--- src/rtl/serial_subtractor.sv ---
// Bit-serial two's-complement subtractor (DIFF = A - B - BIN), LSB first, one bit per clock.
// Optional signed-overflow flag enabled by defining SERSUB_OVF_EN.
module serial_subtractor #(
    parameter int unsigned WIDTH = 8
) (
    input  logic             clk,
    input  logic             rst,
    input  logic             start,
    input  logic [WIDTH-1:0] a,
    input  logic [WIDTH-1:0] b,
    input  logic             bin,
    output logic             busy,
    output logic             diff_bit,
    output logic             diff_valid,
    output logic             done,
    output logic [WIDTH-1:0] diff,
    output logic             bout,
    output logic             ovf
);

    localparam int unsigned CW = $clog2(WIDTH + 1);

    typedef enum logic [1:0] {
        IDLE = 2'd0,
        RUN  = 2'd1,
        DONE = 2'd2
    } state_t;

    state_t           state_q;
    logic [WIDTH-1:0] sa_q;
    logic [WIDTH-1:0] sb_q;
    logic             br_q;
    logic [CW-1:0]    cnt_q;
    logic [WIDTH-1:0] diff_q;
    logic             bout_q;

    logic x_c;
    logic y_c;
    logic d_c;
    logic nb_c;
    logic accept_c;
    logic last_c;

    // Single full-subtractor cell operating on the current LSBs.
    assign x_c      = sa_q[0];
    assign y_c      = sb_q[0];
    assign d_c      = x_c ^ y_c ^ br_q;
    assign nb_c     = (~x_c & y_c) | (~(x_c ^ y_c) & br_q);
    assign accept_c = start && (state_q != RUN);
    assign last_c   = (cnt_q == CW'(WIDTH - 1));

    always_ff @(posedge clk) begin
        if (rst) begin
            state_q <= IDLE;
            sa_q    <= '0;
            sb_q    <= '0;
            br_q    <= 1'b0;
            cnt_q   <= '0;
            diff_q  <= '0;
            bout_q  <= 1'b0;
        end else begin
            case (state_q)
                IDLE, DONE: begin
                    if (accept_c) begin
                        state_q <= RUN;
                        sa_q    <= a;
                        sb_q    <= b;
                        br_q    <= bin;
                        cnt_q   <= '0;
                        diff_q  <= '0;
                        bout_q  <= 1'b0;
                    end else begin
                        state_q <= IDLE;
                    end
                end
                RUN: begin
                    br_q   <= nb_c;
                    sa_q   <= {1'b0, sa_q[WIDTH-1:1]};
                    sb_q   <= {1'b0, sb_q[WIDTH-1:1]};
                    diff_q <= {d_c, diff_q[WIDTH-1:1]};
                    cnt_q  <= cnt_q + CW'(1);
                    if (last_c) begin
                        state_q <= DONE;
                        bout_q  <= nb_c;
                    end
                end
                default: state_q <= IDLE;
            endcase
        end
    end

`ifdef SERSUB_OVF_EN
    logic am_q;
    logic bm_q;
    logic ovf_q;

    // Operand sign bits are captured at accept since sa/sb are shifted away.
    always_ff @(posedge clk) begin
        if (rst) begin
            am_q  <= 1'b0;
            bm_q  <= 1'b0;
            ovf_q <= 1'b0;
        end else if (accept_c) begin
            am_q  <= a[WIDTH-1];
            bm_q  <= b[WIDTH-1];
            ovf_q <= 1'b0;
        end else if (state_q == RUN && last_c) begin
            ovf_q <= (am_q ^ bm_q) & (am_q ^ d_c);
        end
    end

    assign ovf = ovf_q;
`else
    assign ovf = 1'b0;
`endif

    assign busy       = (state_q == RUN);
    assign done       = (state_q == DONE);
    assign diff_valid = busy;
    assign diff_bit   = busy & d_c;
    assign diff       = diff_q;
    assign bout       = bout_q;

endmodule

--- config.mk ---
export PLATFORM = sky130hd
export DESIGN_NAME = serial_subtractor
export DESIGN_NICKNAME = d
export VERILOG_FILES = /design/src/rtl/serial_subtractor.sv
export SDC_FILE = /design/constraint.sdc
export NUM_CORES = 1
export LEC_CHECK = 0
export ABC_AREA = 1
export CAP_MARGIN = 0
export CORE_ASPECT_RATIO = 1.2
export CORE_MARGIN = 4
export CORE_UTILIZATION = 49
export DETAILED_ROUTE_END_ITERATION = 16
export GPL_TIMING_DRIVEN = 0
export HOLD_SLACK_MARGIN = 0.1
export PLACE_DENSITY_LB_ADDON = 0.25
export SLEW_MARGIN = 20
export SYNTH_ARGS = -nofsm -noshare
export SYNTH_HDL_FRONTEND = slang
export SYNTH_SLANG_ARGS = --single-unit
--- constraint.sdc ---
create_clock -name clk -period 1.4 [get_ports clk]
set_input_delay 0.14 -clock clk [delete_from_list [all_inputs] [get_ports clk]]
set_output_delay 0.14 -clock clk [all_outputs]
set_load 0.05 [all_outputs]
======== Yosys cells after proc, flatten, opt, wreduce, memory -nomap -nowiden ========
Index checks and enable logic that the tools add are counted.
storage, ports and cells
  flip-flop bits (word level) ............. 32
  bits of input ports ..................... 20
  output and inout bits ................... 14
  logic and storage cells ................. 44
cells by class
  add/subtract/negate cells ............... 1
  eq/ne operators ......................... 6
  multiplexer cells ....................... 16
  bitwise operators ....................... 8
  reductions and logical operators ........ 6
operator list
  kind                 count
  $pmux 8 s2           3
  $mux 8               3
  $pmux 4 s2           1
  $add 4x1->4 const B  1
  $eq 4x3->1 const B   1
  $mux 1               4
  $mux 4               1
  $ne 2x1->1 const B   2
  $pmux 1 s2           2
  $pmux 2 s2           1
  $and 1x1->1          3
  $reduce_and 3->1     1
  $eq 2x1->1 const B   1
  $eq 2x2->1 const B   1
  $logic_not 2->1      1
  $mux 2               1
  $ne 2x2->1 const B   1
  $not 1->1            2
  $reduce_and 2->1     1
  $reduce_bool 2->1    1
  $reduce_or 2->1      1
  $xor 1x1->1          2
  $logic_and 1x1->1    1
  $or 1x1->1           1

======== Logic depth before layout (Yosys ltp) ========
  word-level depth ........................ 6
  depth in mapped cells ................... 7
  mapped depth without buffers ............ 7

======== Least setup slack after synthesis ========
No wires, ideal clock.
  kind .................................... register to output
  start point ............................. register sb_q[0]
  end point ............................... output diff_bit
  data arrival time ....................... 1.240 ns
  data required time ...................... 1.260 ns
  setup slack ............................. 0.020 ns
  stages on the path, launching flop included .. 5
  path buffers ............................ 0
  cell sequence ........................... dfxtp_1 > inv_1 > fa_1 > nand2_1 > inv_1
on the way
  longest elaborated chain between the ends .. 3
ends and longest elaborated chain
  item                       RTL line  text
  start, declared            31        logic [WIDTH-1:0] sb_q;
  start signal, assigned     79        sb_q <= {1'b0, sb_q[WIDTH-1:1]};
  $xor 1x1->1 (2 in series)  47        assign d_c = x_c ^ y_c ^ br_q;
  $and 1x1->1                120       assign diff_bit = busy & d_c;
  end, declared              13        output logic diff_bit,
No other way between the ends.

======== Worst setup path in the final report ========
Ends and elaborated chain as after synthesis.

==> out/metrics.cfg <==
[routing]
postRouteAntennaNets=0
first_iter_violations=36
num_vias=1293
wl_per_cell_um=10.3
drc_errors=0
via_per_inst=4.63
wirelength_um=2870
drtPass1Iterations=4

[synthesis]
netlist_area_sq_um=1520
yosysUniqueCellTypes=25
yosys_warnings=0
synthFlopType=dfxtp_1
synthArstFlopShare_pct=0
synth_edf_count=0
syn_inst=198
syn_nets=220
syn_avg_cell_area_sq_um=7.65
ys_seq_area_share_pct=42.3
synth_seq_cells=32

[sta]
fin_skew_ns=0.00573
slew_headroom_pct=59.2
fin_ws_ns=-0.220
period_needed_ns=1.62
hold_viol_final=0
final_max_slew_viol_count=0
setup-violations-final=1
max_freq_mhz=617
finalCritPeriodShare_pct=116
rsz0062_at_grt=yes
worst_pin_slew_ns=0.612

[die]
start_util_pct=52.4
die_w_um=58.8
io_pins=34
die_height_um=68.9
rows=21
die_area_sq_um=4050
core_sq_um=2890

[place]
pre_cts_slack_ns=-0.542
dp_cells=264
dpl.hpwl_um=2100
routabilityCongestion=0.730
io_buffers=32

[hold_path]
min-delay-start=a[7]
whs_path_depth=3
min_to=sa_q[7]
worstHoldPathType=primary input to flip-flop

[setup_path]
cp_cell_sequence=inv_2, fa_1, nand2_1, inv_1, buf_6
r2r_start=state_q[0]
worst_path_max_delay_cell=fa_1
cpLargestDelayFamily=adder cells
rr_worst_depth=7
worst-path-max-fanout=2
cp_data_arrival_time_ns=1.48
crit_required_ns=1.26
endpoint_kind=output pin
critPathKind=flip-flop to output pin
path_buf_inv=3
cp_slowest_stage_delay_ns=0.49
setup.worst_path.start_class=flip-flop
reg2reg_to=sa_q[5]
reg2reg_slack_ns=0.16

[clock_tree]
ctsHoldBuffers=0
clock_latency_ns=0.32
cts_tree=built
clock_sinks=32
root_buffer=clkbuf_4
cts_max_path_buffers=2
h-tree-depth=2
path_clk_slew_ns=0.10
cts_buffers=5

[status]
status=complete, but fails checks
violations=setup timing

[power]
p_total_mw=1.97
p_per_area_nw_per_um2=995
cellLeakagePower_nw=0.882
ir_drop_v=0.000763

[global_route]
grt_max_degree=11
grt_pass1_wl_um=4950
antenna_found_initial=0
grt_usage_pct=16.3
grt_pass1_vias=1175
grt_overflow=0

[cells_and_area]
regArea_sq_um=646
instances_no_fill=279
fin_util_pct=68.4
area_growth_pct=30.6
finalNetCount=266
drive_gt1_share_pct=24.1
multi_input_area_sq_um=681
antenna_cells=0
fill_cells=247

[flow_run]
cap_viol_max_count=0

synth_stat cells (2+ instances only):
cell	count	area share, %
dfxtp_1	32	42
buf_4	2	0.99
nor2_4	2	1.5
nand2_4	2	1.5
nand3_1	5	1.7
o22ai_1	5	2.1
a21oi_1	9	3.0
buf_2	2	0.66
a21oi_2	15	8.7
clkbuf_1	2	0.50
nand2_1	71	18
nor2_1	4	0.99
o21ai_0	5	1.7
nand2_2	8	3.3
buf_6	3	2.2
inv_1	22	5.5
metal layers:
layer | up-vias | GRT usage (%) | part of all wire (%)
li1 | 704 | - | -
met1 | 555 | 19.5 | 46
met2 | 28 | 26.8 | 46
met3 | 6 | 5.59 | 5.9
met4 | 0 | 5.95 | 1.5
met5 | - | 0 | 0
cells by family after synthesis:
| logic type | after synthesis | share of synthesized area, % |
|---|---|---|
| AND/OR/NAND/NOR | 93 | 26.8 |
| other | 1 | 0.247 |
| buffers and inverters | 35 | 12.8 |
| AO/OA/AOI/OAI | 35 | 15.7 |
| adder cells (fa/ha/maj) | 2 | 2.15 |
| flip-flops | 32 | 42.3 |
worst reg2reg max path, cell delays in order (launching register included):
cell	delay, ns
dfxtp_4	0.36
buf_4	0.14
nor2_4	0.17
buf_2	0.24
nand2_1	0.08
nand2_1	0.06
inv_1	0.04
a21oi_2	0.10
cell type report:
cell class,count,area share (%)
buffer,11,5.12
clock buffer,8,2.97
inverter,24,4.68
multi-input combinational,131,34.4
sequential,32,32.6
tap,34,2.15
timing repair buffer,39,18.0
worst max-delay path by stage:
stage	depth (start not counted)	end	slack (ns)	start
after floorplan	4	diff_bit	0.02	sb_q[0]
after global placement	5	diff_bit	-0.54	sb_q[0]
after detailed placement	5	diff_bit	-0.54	sb_q[0]
after CTS	5	diff_bit	-0.24	sb_q[0]
after global routing	5	diff_bit	-0.29	sb_q[0]
final	5	diff_bit	-0.22	sb_q[0]
power breakdown:
| part | switching, mW | internal [mW] |
|---|---|---|
| clock network | 0.295 | 0.248 |
| logic | 0.241 | 0.199 |
| registers | 0.0281 | 0.957 |
flip-flops by register name, summed over array words and instances, names as in the netlist:
| register | cells |
|---|---|
| sb_q | 8 |
| bout | 1 |
| diff | 8 |
| state_q | 2 |
| sa_q | 8 |
| br_q | 1 |
| cnt_q | 4 |
timing repair:
item,in CTS,in global routing
setup buffers,5,2
pin swaps,2,1
gates resized for setup,38,3
endpoints found under the setup margin,13,5
placed cells by master (no fill, tap or decap):
cell,Yosys,routed
ha_1,1,1
nor3_1,1,1
buf_2,2,3
conb_1,1,1
dlygate4sd2_1,0,8
nor2_1,4,4
o22ai_1,5,5
nand3_1,5,5
nand2_4,2,2
dfxtp_4,0,1
nor2_4,2,2
clkbuf_2,0,1
buf_4,2,10
nand2_1,71,71
buf_8,1,2
o21ai_0,5,5
a21oi_2,15,15
dfxtp_2,0,1
inv_2,1,2
dfxtp_1,32,30
nand2_2,8,8
fa_1,1,1
inv_1,22,21
clkbuf_1,2,4
inv_4,1,1
buf_12,1,1
clkdlybuf4s50_1,0,19
clkbuf_4,0,5
o21ai_1,1,1
clkbuf_8,0,1
buf_6,3,4
a21oi_1,9,9
per-stage QoR:
step	cell area, sq um	TNS (ns)	hold WS, ns
2_1_floorplan	1520	0	0.288
3_3_place_gp	1880	-2.64	0.448
3_5_place_dp	1880	-2.67	0.454
4_1_cts	1970	-0.245	0.361
5_1_grt	1980	-0.293	0.360
6_report	1980	-0.220	0.371
Power figures use the tool's default switching activity.
